[src/rtl/vc_ctrl_param.sv]
// vc_ctrl_param: per-input-VC control FSM for one (physical channel, VC) of
// the router input stage. Walks the head flit of this VC buffer through
// route latch (RC), VC/switch allocation (VSA) and switch traversal (ST).
//
// Ports:
//   clk, rst_            clock; asynchronous active-low reset
//   bdata, bvalid        head flit of this VC buffer and its valid
//   port, ovch           route / output VC for the current head flit
//   irdy_vec, ilck_vec   per (port,vc) downstream ready / locked-by-other
//   grt_vec              per-port switch grant to this VC
//   req, req_prio        switch request and its aged high-priority qualifier
//   send                 pop and forward bdata this cycle
//   olck, olck_vec       this VC holds an output VC; one-hot of which
//   err                  sticky packet-length watchdog error

`ifndef DATAW
`define DATAW 31
`endif
`ifndef TYPE_MSB
`define TYPE_MSB 31
`endif
`ifndef TYPE_LSB
`define TYPE_LSB 30
`endif

module vc_ctrl_param #(
  parameter int ROUTERID = 0,
  parameter int PCHID    = 0,
  parameter int VCHID    = 0,
  parameter int NPORT    = 5,
  parameter int NVCH     = 2,
  parameter int DATAW    = `DATAW,
  parameter int AGEW     = 4,
  parameter int AGE_TH   = 8,
  parameter int MAXFLIT  = 16,
  localparam int PW      = (NPORT > 1) ? $clog2(NPORT) : 1,
  localparam int VW      = (NVCH > 1) ? $clog2(NVCH) : 1,
  localparam int SW      = NPORT * NVCH
) (
  input  logic             clk,
  input  logic             rst_,
  input  logic [DATAW:0]   bdata,
  input  logic             bvalid,
  input  logic [PW-1:0]    port,
  input  logic [VW-1:0]    ovch,
  input  logic [SW-1:0]    irdy_vec,
  input  logic [SW-1:0]    ilck_vec,
  input  logic [NPORT-1:0] grt_vec,
  output logic             req,
  output logic             req_prio,
  output logic             send,
  output logic             olck,
  output logic [SW-1:0]    olck_vec,
  output logic             err
);

  localparam int FW = $clog2(MAXFLIT + 1);

  // Flit type encodings in bdata[`TYPE_MSB:`TYPE_LSB].
  localparam logic [1:0] FT_DATA = 2'b00;
  localparam logic [1:0] FT_HEAD = 2'b01;
  localparam logic [1:0] FT_TAIL = 2'b10;
  localparam logic [1:0] FT_HT   = 2'b11;

  typedef enum logic [1:0] {S_RC, S_VSA, S_ST} state_t;

  state_t          state, state_nx;
  logic [PW-1:0]   lport;
  logic [VW-1:0]   lovch;
  logic [AGEW-1:0] age;
  logic [FW-1:0]   fcnt;
  logic            req_r;

  logic [1:0]       ftype;
  logic             is_head, is_tail;
  logic [NPORT-1:0] port_oh;
  logic [SW-1:0]    sel_oh;
  logic             irdy_s, ilck_s, grt_s, alloc_ok;

  // Informational parameters and flit payload do not affect control.
  logic unused_ok;
  assign unused_ok = ^{bdata, FT_DATA, ((ROUTERID + PCHID + VCHID) != 0)};

  assign ftype   = bdata[`TYPE_MSB:`TYPE_LSB];
  assign is_head = (ftype == FT_HEAD) || (ftype == FT_HT);
  assign is_tail = (ftype == FT_TAIL) || (ftype == FT_HT);

  // One-hot decode of the latched route. An out-of-range lport/lovch
  // matches no bit, so every select reads 0 and the FSM parks in VSA.
  for (genvar p = 0; p < NPORT; p++) begin : g_port
    assign port_oh[p] = (lport == PW'(p));
    for (genvar v = 0; v < NVCH; v++) begin : g_vc
      assign sel_oh[p*NVCH+v] = port_oh[p] && (lovch == VW'(v));
    end
  end

  assign irdy_s   = |(irdy_vec & sel_oh);
  assign ilck_s   = |(ilck_vec & sel_oh);
  assign grt_s    = |(grt_vec & port_oh);
  // Lock beats grant: a locked output VC never lets us into ST.
  assign alloc_ok = grt_s && irdy_s && !ilck_s;

  // State register
  always_ff @(posedge clk or negedge rst_) begin
    if (!rst_) state <= S_RC;
    else       state <= state_nx;
  end

  // Next state
  always_comb begin
    state_nx = state;
    unique case (state)
      S_RC:    if (bvalid && is_head) state_nx = S_VSA;
      S_VSA:   if (alloc_ok)          state_nx = S_ST;
      S_ST:    if (send && is_tail)   state_nx = S_RC;
      default:                        state_nx = S_RC;
    endcase
  end

  // Outputs
  always_comb begin
    send     = (state == S_ST) && bvalid && grt_s && irdy_s;
    olck     = (state != S_RC);
    req      = req_r && olck;
    req_prio = req && (32'(age) >= AGE_TH);
    olck_vec = olck ? sel_oh : '0;
  end

  // Route latch, age, flit count, request and watchdog
  always_ff @(posedge clk or negedge rst_) begin
    if (!rst_) begin
      lport <= '0;
      lovch <= '0;
      age   <= '0;
      fcnt  <= '0;
      req_r <= 1'b0;
      err   <= 1'b0;
    end else begin
      unique case (state)
        S_RC: if (bvalid && is_head) begin
          lport <= port;
          lovch <= ovch;
          age   <= '0;
          fcnt  <= '0;
          req_r <= 1'b1;
        end
        S_VSA: begin
          req_r <= !ilck_s;
          if (!alloc_ok && (age != {AGEW{1'b1}})) age <= age + 1'b1;
        end
        S_ST: if (send) begin
          if (fcnt != FW'(MAXFLIT)) fcnt <= fcnt + 1'b1;
          if (is_tail) begin
            req_r <= 1'b0;
            age   <= '0;
          end else if (fcnt == FW'(MAXFLIT - 1)) begin
            // Packet is about to exceed MAXFLIT; flag it but keep forwarding.
            err <= 1'b1;
          end
        end
        default: ;
      endcase
    end
  end

endmodule

[config.mk]
export PLATFORM = sky130hd
export DESIGN_NAME = vc_ctrl_param
export DESIGN_NICKNAME = d
export VERILOG_FILES = /design/src/rtl/vc_ctrl_param.sv
export SDC_FILE = /design/constraint.sdc
export NUM_CORES = 1
export LEC_CHECK = 0
export CORE_MARGIN = 4
export CORE_UTILIZATION = 29
export CTS_CLUSTER_DIAMETER = 50
export DETAILED_ROUTE_END_ITERATION = 6
export HOLD_SLACK_MARGIN = 0.03
export PLACE_DENSITY = 0.66
export RECOVER_POWER = 100
export SYNTH_ARGS = -nofsm -noshare
export SYNTH_HDL_FRONTEND = slang
export SYNTH_SLANG_ARGS = --single-unit
export TNS_END_PERCENT = 5
[constraint.sdc]
create_clock -name clk -period 1.9 [get_ports clk]
set_input_delay 0.38 -clock clk [delete_from_list [all_inputs] [get_ports clk]]
set_output_delay 0.38 -clock clk [all_outputs]
set_load 0.01 [all_outputs]
== After elaboration in Yosys (flattened, before gate mapping) ==
Cells that the tools add are included.

* Flip-flop bits (word level): 17
* Input bits: 64
* Output and inout bits: 15

* Mux-type cells: 18
* Equality and inequality tests: 19
* Bitwise gates (word level): 5
* Magnitude comparators: 1
* Reduce and logical (&&, ||, !) cells: 38
* Add/sub/neg operators: 2

{| class="wikitable"
|+ Operators by type and width
! kind !! number
|-
| bitwise AND 10 bit || 2
|-
| logical AND 1 bit || 20
|-
| OR reduction 10 bit || 2
|-
| 2-to-1 mux 4 bit || 4
|-
| 2-to-1 mux 5 bit || 3
|-
| != test 2 bit (second input constant) || 6
|-
| one-hot mux 4 bit (3 select lines) || 1
|-
| AND reduction 4 bit || 3
|-
| 2-to-1 mux 10 bit || 1
|-
| one-hot mux 5 bit (2 select lines) || 1
|-
| equality test 2 bit (second input constant) || 3
|-
| equality test 3 x 2 -> 1 bit (second input constant) || 2
|-
| 2-to-1 mux 2 bit || 3
|-
| one-hot mux 2 bit (3 select lines) || 1
|-
| adder 5 x 1 -> 5 bit (second input constant) || 1
|-
| bitwise AND 5 bit || 1
|-
| equality test 5 x 4 -> 1 bit (second input constant) || 1
|-
| != test 5 bit (second input constant) || 1
|-
| AND reduction 5 bit || 1
|-
| OR reduction 5 bit || 1
|-
| adder 4 x 1 -> 4 bit (second input constant) || 1
|-
| equality test 2 x 1 -> 1 bit (second input constant) || 2
|-
| >= comparator 4 bit (second input constant) || 1
|-
| != test 4 bit (second input constant) || 1
|-
| 14 further kinds || 20
|}

== Longest topological paths before layout ==
Gate-level depths: netlist of run 1.

* Depth in word-level cells: 10
* Gate-level depth with buffers: 8

== Worst setup path after synthesis of run 1 ==
OpenSTA, ideal clock, no wires.

* Kind: flip-flop to flip-flop
* Start point: reg lport[1]
* End point: reg age[1]
* Arrival time: 1.948 ns
* Data required time: 1.779 ns
* Buffers on the path: 1
* Stages on the path, launching flop included: 8
* Path slack: -0.169 ns
* Cell sequence: dfrtp_1 -> buf_6 -> or3_1 -> o32ai_1 -> or4_4 -> a31oi_1 -> or3b_1 -> a22o_1

* Word-level cells in the longest chain between the ends: 10
* Elaborated cells on any way between the ends: 31
* Classes of those cells: eq/ne: 6; bitwise: 3; reduce/logical: 22

{| class="wikitable"
|+ Ends and longest elaborated chain
! element !! line !! source
|-
| from (decl) || 68 || <nowiki>logic [PW-1:0] lport;</nowiki>
|-
| from (signal assigned) || 141 || <nowiki>lport <= port;</nowiki>
|-
| equality test 3 x 1 -> 1 bit (tied with other cells) || 91 || <nowiki>assign port_oh[p] = (lport == PW'(p));</nowiki>
|-
| logical AND 1 bit || 93 || <nowiki>assign sel_oh[p*NVCH+v] = port_oh[p] && (lovch == VW'(v));</nowiki>
|-
| bitwise AND 10 bit, on equally long branches || 97, 98 ||
|-
| OR reduction 10 bit, on equally long branches || 97, 98 ||
|-
| logical AND 1 bit or logical NOT 1 bit (tied branches) || 101 || <nowiki>assign alloc_ok = grt_s && irdy_s && !ilck_s;</nowiki>
|-
| logical AND 1 bit || 101 ||
|-
| logical NOT 1 bit || 149 || <nowiki>if (!alloc_ok && (age != {AGEW{1'b1}})) age <= age + 1'b1;</nowiki>
|-
| logical AND 1 bit || 149 ||
|-
| != test 2 bit (no line) || -- ||
|-
| AND reduction 5 bit (no line) (*) || -- ||
|-
| to (signal assigned) || 149 ||
|-
| to (decl) || 70 || <nowiki>logic [AGEW-1:0] age;</nowiki>
|}

Every way passes the cells marked *; elsewhere a longest branch is shown, timed or not.
A chain may end at the register's enable or synchronous reset.

== Final worst setup path of run 1 ==
* Start point: reg lport[0]
* End point: out send

* Word-level cells in the longest chain between the ends: 5
* Elaborated cells on any way between the ends: 21
* Classes of those cells: eq/ne: 4; bitwise: 2; reduce/logical: 15

{| class="wikitable"
|+ Ends and longest elaborated chain
! element !! line !! source
|-
| equality test 3 x 1 -> 1 bit (tied with other cells) || 91 ||
|-
| logical AND 1 bit or bitwise AND 5 bit (tied branches) || 93, 99 ||
|-
| bitwise AND 10 bit or OR reduction 5 bit (tied branches) || 97, 99 ||
|-
| OR reduction 10 bit or logical AND 1 bit (tied branches) || 97, 122 ||
|-
| logical AND 1 bit (*) || 122 || <nowiki>send = (state == S_ST) && bvalid && grt_s && irdy_s;</nowiki>
|-
| to (decl) || 51 || <nowiki>output logic send,</nowiki>
|}

Marks and branches as above.

==> results, run 1 <==
- In this run the number of H-tree levels came out at 1.
- For this run, the number of Yosys warnings is 0.
- Summed over all nets, the half-perimeter wirelength after detailed placement is 3.32 mm.
- Dividing the final minimum period by the clock period gives 1.23.
- The via count of the first global-routing pass was 1549.
- The required time of the critical path is 1520 ps.
- The die outline height is 76.9 um.
- The largest fanout on the critical path is 4.
- The placed standard-cell area is 0.00225 mm2.
- The worst-case IR drop observed on VDD is 0.704 mV.
- The share of synthesized area in the top cell type comes to 0.309.
- Clock-pin slew was measured on the worst setup and hold paths at 70 ps.
- The later pin in the worst-skew pair is clocked with a latency of ~260 ps.
- The number of maximum-capacitance constraint violations is 0.
- The area share of xor/xnor cells in the synthesized design is 0.
- For this run, the total global-route usage over all layers was measured as 0.152.
- Of the total power, registers draw 0.180.
- The achievable clock frequency is 430 MHz.
- The average instance in the mapped netlist occupies 8.56 um2.
- The worst hold-check path type is reg -> reg.
- The power share of the clock group is 0.081.
- Entering global routing, the biggest net connects 18 pins.
- The area of the core is 0.00447 mm2.
- The max-slew violation count was 0.
- The number of antenna violations at the first check in global routing is 0.
- The multiplexer share of the synthesized area is 0.0908.
- The die boundary width is about 77 um.
- The element type at the critical path end is an output port.
- Routability-driven placement finished with a final weighted congestion of around 0.81.
- The number of hold violations in the final report is 0.
- The post-synthesis instance area is 0.00138 mm2.
- The first routing iteration left 32 violations.
- Row generation in the floorplan step produced 24 rows.
- The antenna diode count is 0.
- From synthesis to final layout, the design area changed by 79.8%.
- Setup repair after global routing could not meet its margin everywhere.
- The portion of total power attributed to combinational logic is 0.740.
- Of all cell types, the one taking the most synthesized area is sky130_fd_sc_hd__dfrtp_1.
- The worst setup path is launched from a flop.
- The die covers 0.00592 mm2.
- The share of the Yosys chip area taken by registers is 0.309.
- For this block, wires on met1 add up to 1.87 mm.
- The post-synthesis adder-cell area fraction is 0.0454.
- The checks that failed: negative setup slack.
- Yosys attributes the largest share of cell area to sky130_fd_sc_hd__dfrtp_1, sky130_fd_sc_hd__mux2i_1, sky130_fd_sc_hd__ha_1.
- The routed wire length on met2 is ~2.3 mm.
- Dividing total power by cell area gives a power density of 1420 mW/mm2.
- Timing analysis after detailed placement gives a worst setup slack of -896 ps.
- For this design, the sink count on the clock tree is 17.
- The worst setup path is of the reg -> out kind.
- The top cell types in the final layout, fill and taps aside, are sky130_fd_sc_hd__buf_4, sky130_fd_sc_hd__clkdlybuf4s50_1, sky130_fd_sc_hd__dfrtp_1, sky130_fd_sc_hd__nand2_1, sky130_fd_sc_hd__inv_1.
- The number of buffers added on ports is 48.
- Clock tree synthesis selected as its root buffer the cell sky130_fd_sc_hd__clkbuf_8.
- Dividing the detail-routed wire length by the instance count gives 14.3 um.
- The number of nets in the synthesized netlist is 230.
- TritonCTS built the clock tree.
- For this design the static power due to leakage is 1.11 nW.
- The net count of the finished layout is around 330.
- Summing over every cut layer, the via total after detailed routing is 1564.
- The number of storage elements in the synthesis netlist is 17.
- Summed over all layers, the routed wires come to approximately 4.4 mm.
- The final critical-path required period is 2330 ps.
- The final number of setup-violating endpoints is 14.
- The uppermost layer routed is met4.
- Counting the buffers created by CTS gives 3.
- The effective utilization at floorplan is 0.308.
- Dividing the detail-routed via count by the number of cells gives 5.08.
- The first TritonRoute pass finished after 4 iterations.
- After synthesis, the largest family of logic cells by area is simple AND/OR/NAND/NOR gates.
- At the pin with the least slew margin, the transition time is 976 ps.
- The final standard cell area without fillers is about 0.0025 mm2.
- The post-synthesis share of cell area spent on and, or, nand and nor gates is 0.319.
- In this run the count of I/O pins placed on the die edge is 79.
- In this run, placement finished with an instance count of 298.
- STA puts the critical path data arrival time at roughly 2000 ps.
- After routing, the total negative slack on setup checks comes to -2920 ps.
- Of the total power, the share spent switching nets is 0.424.
- For this run, the number of standard cells in the final layout without fillers is around 300.
- The number of enable-type register cells in the synthesized netlist is 0.
- Yosys mapped the design onto between 40 and 50 distinct sky130hd cell types.
- Counting flops with an async set or reset pin after synthesis yields a share of 1.00.
- Of the cells placed in the final design, the portion with a size suffix greater than 1 is 0.422.
- The worst setup skew after layout is 5.86 ps.
- In the post-route analysis, the smallest setup slack over all paths is -428 ps.
- The setup slack of the most critical reg-to-reg path is -350 ps.
- The detailed-routed wire length on met3 is ~190 um.
- The maximum count of clock buffers along a single path is 2.
- Leaving out fill and tap cells, the most frequent cell in the layout is sky130_fd_sc_hd__buf_4.
- Summed over all nets, the switching power comes to 1.49 mW.
- The design internal power is 2.03 mW.
- The relative slew slack is 0.349.
- The post-route antenna net violation count is 0.
- The flow ran to the end, but the final reports show violations.
- The compound-cell area share of the yosys netlist was 0.163.
- Among all flip-flop cells after synthesis, the most frequent one is sky130_fd_sc_hd__dfrtp_1.
- Synthesis produced 161 cells.
- After global routing the overflow that remains totals 0.
- The first global-routing pass estimated 7.36 mm of wire.
- The post-detailed-route DRC marker count is 0.
-- layout make-up --
cell class	instances	area (um2)
inverter	11	43.8
multi-input combinational	124	1060
fill	395	2000
tap	52	65.1
timing repair buffer	100	838
sequential	17	429
clock buffer	4	45.0
-- flip-flops by register name, indices dropped and copies added (netlist names) --
name and flops:
lovch 1, age 4, fcnt 5, err 1, lport 3, state 2, req_r 1
-- synth_stat cells (3+ instances only) --
cell type and number:
sky130_fd_sc_hd__nand3b_1 6, sky130_fd_sc_hd__nor2_1 9, sky130_fd_sc_hd__o211ai_1 3, sky130_fd_sc_hd__nand2_1 16, sky130_fd_sc_hd__inv_1 10, sky130_fd_sc_hd__and3_1 4
sky130_fd_sc_hd__clkbuf_1 3, sky130_fd_sc_hd__o21ai_0 3, sky130_fd_sc_hd__nand3_1 7, sky130_fd_sc_hd__nand2b_1 4, sky130_fd_sc_hd__a21oi_1 6, sky130_fd_sc_hd__ha_1 5
sky130_fd_sc_hd__a31oi_1 5, sky130_fd_sc_hd__nor4_1 5, sky130_fd_sc_hd__nor3_1 8, sky130_fd_sc_hd__dfrtp_1 17, sky130_fd_sc_hd__mux2_2 4, sky130_fd_sc_hd__mux2i_1 8
-- power by group through the flow --
stage               Combinational [mW]  Sequential [mW]  Clock, mW
finish                            2.60            0.632      0.284
global route                      2.84            0.654      0.312
CTS                               2.40            0.632      0.292
detailed placement                2.14            0.645          0
global placement                  2.12            0.646          0
floorplan                         1.25            0.561          0
-- metrics by stage --
stage               utilization  hold WS [ps]  power [mW]
floorplan                     -          84.4        1.81
global placement          0.503           456        2.76
detailed placement        0.503           461        2.78
CTS                       0.534           445        3.32
global route              0.554           508        3.81
finish                    0.554           469        3.52
-- routing by layer --
layer  track usage  vias to the layer above
li1              -                      788
met1         0.197                      737
met2         0.251                       32
met3        0.0363                        7
met4        0.0471                        0
met5             0                        -
-- logic make-up (layout without fill, tap and decap cells) --
kind of cell / count (synthesis) / in the layout
mux: 12 / 12
simple gates: 75 / 75
buf+inv: 20 / 115
fa+ha+maj: 5 / 5
flops: 17 / 17
compound gates: 32 / 32
-- critical path, stage by stage, from the launching register on --
cell and delay (ps):
sky130_fd_sc_hd__dfrtp_2 440, sky130_fd_sc_hd__buf_6 130, sky130_fd_sc_hd__mux2i_1 160, sky130_fd_sc_hd__o32ai_2 110
sky130_fd_sc_hd__or4_4 570, sky130_fd_sc_hd__nand2_4 90, sky130_fd_sc_hd__nor3_4 40, sky130_fd_sc_hd__buf_2 140
-- worst paths after layout --
path / startpoint / end / depth (start not counted)
worst max-delay path: lport[0]$_DFFE_PN0P_ / send / 7
min in group asynchronous: rst_ / age[3]$_DFFE_PN0P_ / 2
worst max register to register: lport[2]$_DFFE_PN0P_ / age[3]$_DFFE_PN0P_ / 8
worst min-delay path: err$_DFFE_PN0P_ / err$_DFFE_PN0P_ / 1
worst min register to register: err$_DFFE_PN0P_ / err$_DFFE_PN0P_ / 1
max in group asynchronous: rst_ / lport[1]$_DFFE_PN0P_ / 2
-- repair_timing --
action / 4_1_cts / 5_1_grt
gates resized for setup: 64 / 29
setup buffers: 5 / 1
pin swaps: 5 / 4
hold buffers: 0 / 0
setup endpoints to repair: 27 / 24
hold endpoints to repair: 0 / 0
(Power assumes the default switching activity.)
==> inputs of run 2 (changes only) <==
--- a/config.mk
+++ b/config.mk
@@ -9,8 +9,9 @@
 export CORE_UTILIZATION = 29
 export CTS_CLUSTER_DIAMETER = 50
 export DETAILED_ROUTE_END_ITERATION = 6
+export DONT_BUFFER_PORTS = 1
 export HOLD_SLACK_MARGIN = 0.03
-export PLACE_DENSITY = 0.66
+export PLACE_DENSITY = 0.54
 export RECOVER_POWER = 100
 export SYNTH_ARGS = -nofsm -noshare
 export SYNTH_HDL_FRONTEND = slang
==> run 2 against run 1 <==
Net effect: the run still ends with negative setup slack left; utilization fell by 12 points; sequential share of layout area increased by 4.8 points; sequential power fell by 0.8%; critical path depth rose by 1; combinational power decreased by 13%; clock power about the same; critical path type is now reg -> reg.
==> results, run 2 (synthesis results as in run 1) <==
- The flip-flop count of the largest register after layout is 5 (unchanged).
- The number of placed I/O pins is 79 (unchanged).
- The via count of the routed design is 1387 (was 1564).
- The final number of setup-violating endpoints is 24 (was 14).
- The power dissipated by switching net loads is 1.41 mW (was 1.49 mW).
- The total power draw is 3.17 mW (was 3.52 mW).
- The number of fill cells in the layout is 440 (was 395).
- The worst path setup slack after routing came to -383 ps (was -428 ps).
- The global placer's final weighted congestion is 0.808 (was 0.814).
- The number of hold violations in the final report came to 0 (unchanged).
- Setup repair after global routing missed its margin: true (unchanged).
- The final-stage net count is 267 (was 326).
- The die boundary width came to 76.9 um (unchanged).
- The worst setup skew after layout was 4.13 ps (was 5.86 ps).
- The final routed wirelength across all metal layers is 4.25 mm (was 4.42 mm).
- The area of the core is 0.00447 mm2 (unchanged).
- The register with the most flip-flops was fcnt (unchanged).
- The effective utilization at floorplan is 0.308 (unchanged).
- Failing checks: negative setup slack (unchanged).
- The largest fanout on the critical path is 4 (unchanged).
- The multi-input logic area is 0.00101 mm2 (was 0.00106 mm2).
- The leakage dissipation is 0.825 nW (was 1.11 nW).
- The post-detailed-route DRC marker count is 0 (unchanged).
- The share of power burned in registers came to 0.198 (was 0.180).
- The clock latency of the later-clocked register in the worst-skew pair is 260 ps (about the same).
- The number of clock sinks seen by CTS is 17 (unchanged).
- The violation count after the first detailed-routing iteration is 17 (was 32).
- Status: complete, but fails checks (unchanged).
- The max-slew violation count is 0 (unchanged).
- The average wire per cell in the routed design is 17.1 um (was 14.3 um).
- The die area came to 0.00592 mm2 (unchanged).
- The critical path startpoint category was a flop (unchanged).
- The maximum count of clock buffers along a single path came to 2 (unchanged).
- The design internal power is 1.76 mW (was 2.03 mW).
- The required time of the critical path came to 2050 ps (was 1520 ps).
- The number of buffers added on ports is 0 (was 48).
- The number of maximum-capacitance constraint violations is 0 (unchanged).
- The CTS buffer count is 3 (unchanged).
- The achievable clock frequency came to 438 MHz (was 430 MHz).
- The share of layout cells above drive strength 1 is 0.411 (was 0.422).
- The transition time at the pin with the least slew margin is 768 ps (was 976 ps).
- The combined global-route utilization of all metal layers is 0.150 (was 0.152).
- The root cell of the clock tree is sky130_fd_sc_hd__clkbuf_8 (unchanged).
- The antenna diode count was 0 (unchanged).
- The footprint of the flip-flops and latches is 427 um2 (was 429 um2).
- The element type at the critical path end is a flop (was output port).
- The worst-case vdd ir drop is 0.480 mV (was 0.704 mV).
- The portion of total power attributed to combinational logic is 0.713 (was 0.740).
- The synthesis-to-finish area growth is 39.8% (was 79.8%).
- The critical path class is reg -> reg (was reg -> out).
- The maximum number of pins on one net before global-route repair is 18 (unchanged).
- The endpoint arrival time on the critical path came to 2440 ps (was 1950 ps).
- Highest-count cells in the layout ignoring fill and taps: sky130_fd_sc_hd__buf_4, sky130_fd_sc_hd__dfrtp_1, sky130_fd_sc_hd__nand2_1, sky130_fd_sc_hd__inv_1, sky130_fd_sc_hd__nand3_1 (was sky130_fd_sc_hd__buf_4, sky130_fd_sc_hd__clkdlybuf4s50_1, sky130_fd_sc_hd__dfrtp_1, sky130_fd_sc_hd__nand2_1, sky130_fd_sc_hd__inv_1).
- The half-perimeter wire length after placement is 3.21 mm (was 3.32 mm).
- The final critical-path required period is 2280 ps (was 2330 ps).
- The die outline height came to 76.9 um (unchanged).
- The global-route wire length before repair is 7.18 mm (was 7.36 mm).
- The via count of the first global-routing pass came to 1441 (was 1549).
- The row count was 24 (unchanged).
- The net switching fraction of the power is 0.445 (was 0.424).
- The aggregate global routing overflow is 0 (unchanged).
- The power share of the clock group is 0.090 (was 0.081).
- The part of the cycle the worst path needs was 1.20 (was 1.23).
- The post-route antenna net violation count came to 0 (unchanged).
- The cell count after placement was 232 (was 298).
- The worst hold-check path type is in -> reg (was reg -> reg).
- The number of cells in the finished layout apart from fillers came to 249 (was 308).
- The via count normalized by instance count was 5.57 (was 5.08).
- The commonest non-fill, non-tap cell in the layout is sky130_fd_sc_hd__buf_4 (unchanged).
- The detailed-router iteration count before antenna repair is 3 (was 4).
- The clock tree from TritonCTS was done (unchanged).
- The power density over the cells is 1650 mW/mm2 (was 1420 mW/mm2).
- The number of antenna violations at the first check in global routing was 0 (unchanged).
- The relative slew slack is 0.486 (was 0.349).
- The clock-pin slew on the worst setup and hold paths is 70 ps (about the same).
- The aggregate negative setup slack was -4890 ps (was -2920 ps).
- The number of levels the H-tree was split into is 1 (unchanged).
- Biggest registers after layout: fcnt: 5 flops, age: 4 flops, lport: 3 flops (unchanged).
- The utilization of the core after routing was 0.430 (was 0.554).
## run 2: power by group through the flow
stage / Clock, mW / Sequential [mW] / Combinational, mW
2_1_floorplan: 0 / 0.561 / 1.25
3_3_place_gp: 0 / 0.629 / 1.69
3_5_place_dp: 0 / 0.637 / 1.74
4_1_cts: 0.296 / 0.623 / 2.17
5_1_grt: 0.310 / 0.652 / 2.45
6_report: 0.285 / 0.627 / 2.26
## run 2: critical path: stages (launching register included)
cell,delay (ps)
sky130_fd_sc_hd__dfrtp_2,440
sky130_fd_sc_hd__buf_6,140
sky130_fd_sc_hd__or3b_4,410
sky130_fd_sc_hd__o32ai_4,140
sky130_fd_sc_hd__or4_4,200
sky130_fd_sc_hd__buf_4,120
sky130_fd_sc_hd__a31oi_1,90
sky130_fd_sc_hd__or3b_1,400
sky130_fd_sc_hd__a22o_1,230
## run 2: cell type report
cell class	count	area share
Multi-Input combinational cell	124	0.527
Timing Repair Buffer	41	0.172
Clock buffer	3	0.0214
Clock inverter	1	0.00260
Sequential cell	17	0.222
Tap cell	52	0.0338
Inverter	11	0.0214
## run 2: final timing paths
check                                          start              endpoint  slack [ps]  cells after the start
worst max-delay path            lport[0]$_DFFE_PN0P_    age[1]$_DFFE_PN0P_        -380                      8
worst min-delay path                         port[0]  lport[0]$_DFFE_PN0P_         270                      1
worst max register to register  lport[0]$_DFFE_PN0P_    age[1]$_DFFE_PN0P_        -380                      8
worst min register to register     req_r$_DFFE_PN0P_     req_r$_DFFE_PN0P_         540                      1
max in group asynchronous                       rst_  lport[0]$_DFFE_PN0P_         730                      1
min in group asynchronous                       rst_    age[0]$_DFFE_PN0P_         630                      1
## run 2: what timing repair did
item | 4_1_cts | 5_1_grt
hold buffers | 1 | 0
hold endpoints to repair | 17 | 0
endpoints found under the setup margin | 19 | 23
resized for setup | 23 | 12
pin swaps | 8 | 2
buffers inserted | 12 | 0
## run 2: layer usage
metal | GRT usage | vias to the layer above | routed length, um
li1 | - | 665 | -
met5 | 0 | - | 0
met4 | 0.0580 | 0 | 102
met1 | 0.177 | 660 | 1770
met2 | 0.246 | 50 | 2000
met3 | 0.0550 | 12 | 377
## run 2: stage by stage
stage,hold WS [ps],instance area (um2),setup slack [ps]
floorplan,84.4,1420,-67.7
global placement,85.1,1650,-321
detailed placement,85.1,1650,-339
CTS,261,1890,-391
global route,267,1930,-485
finish,267,1930,-383
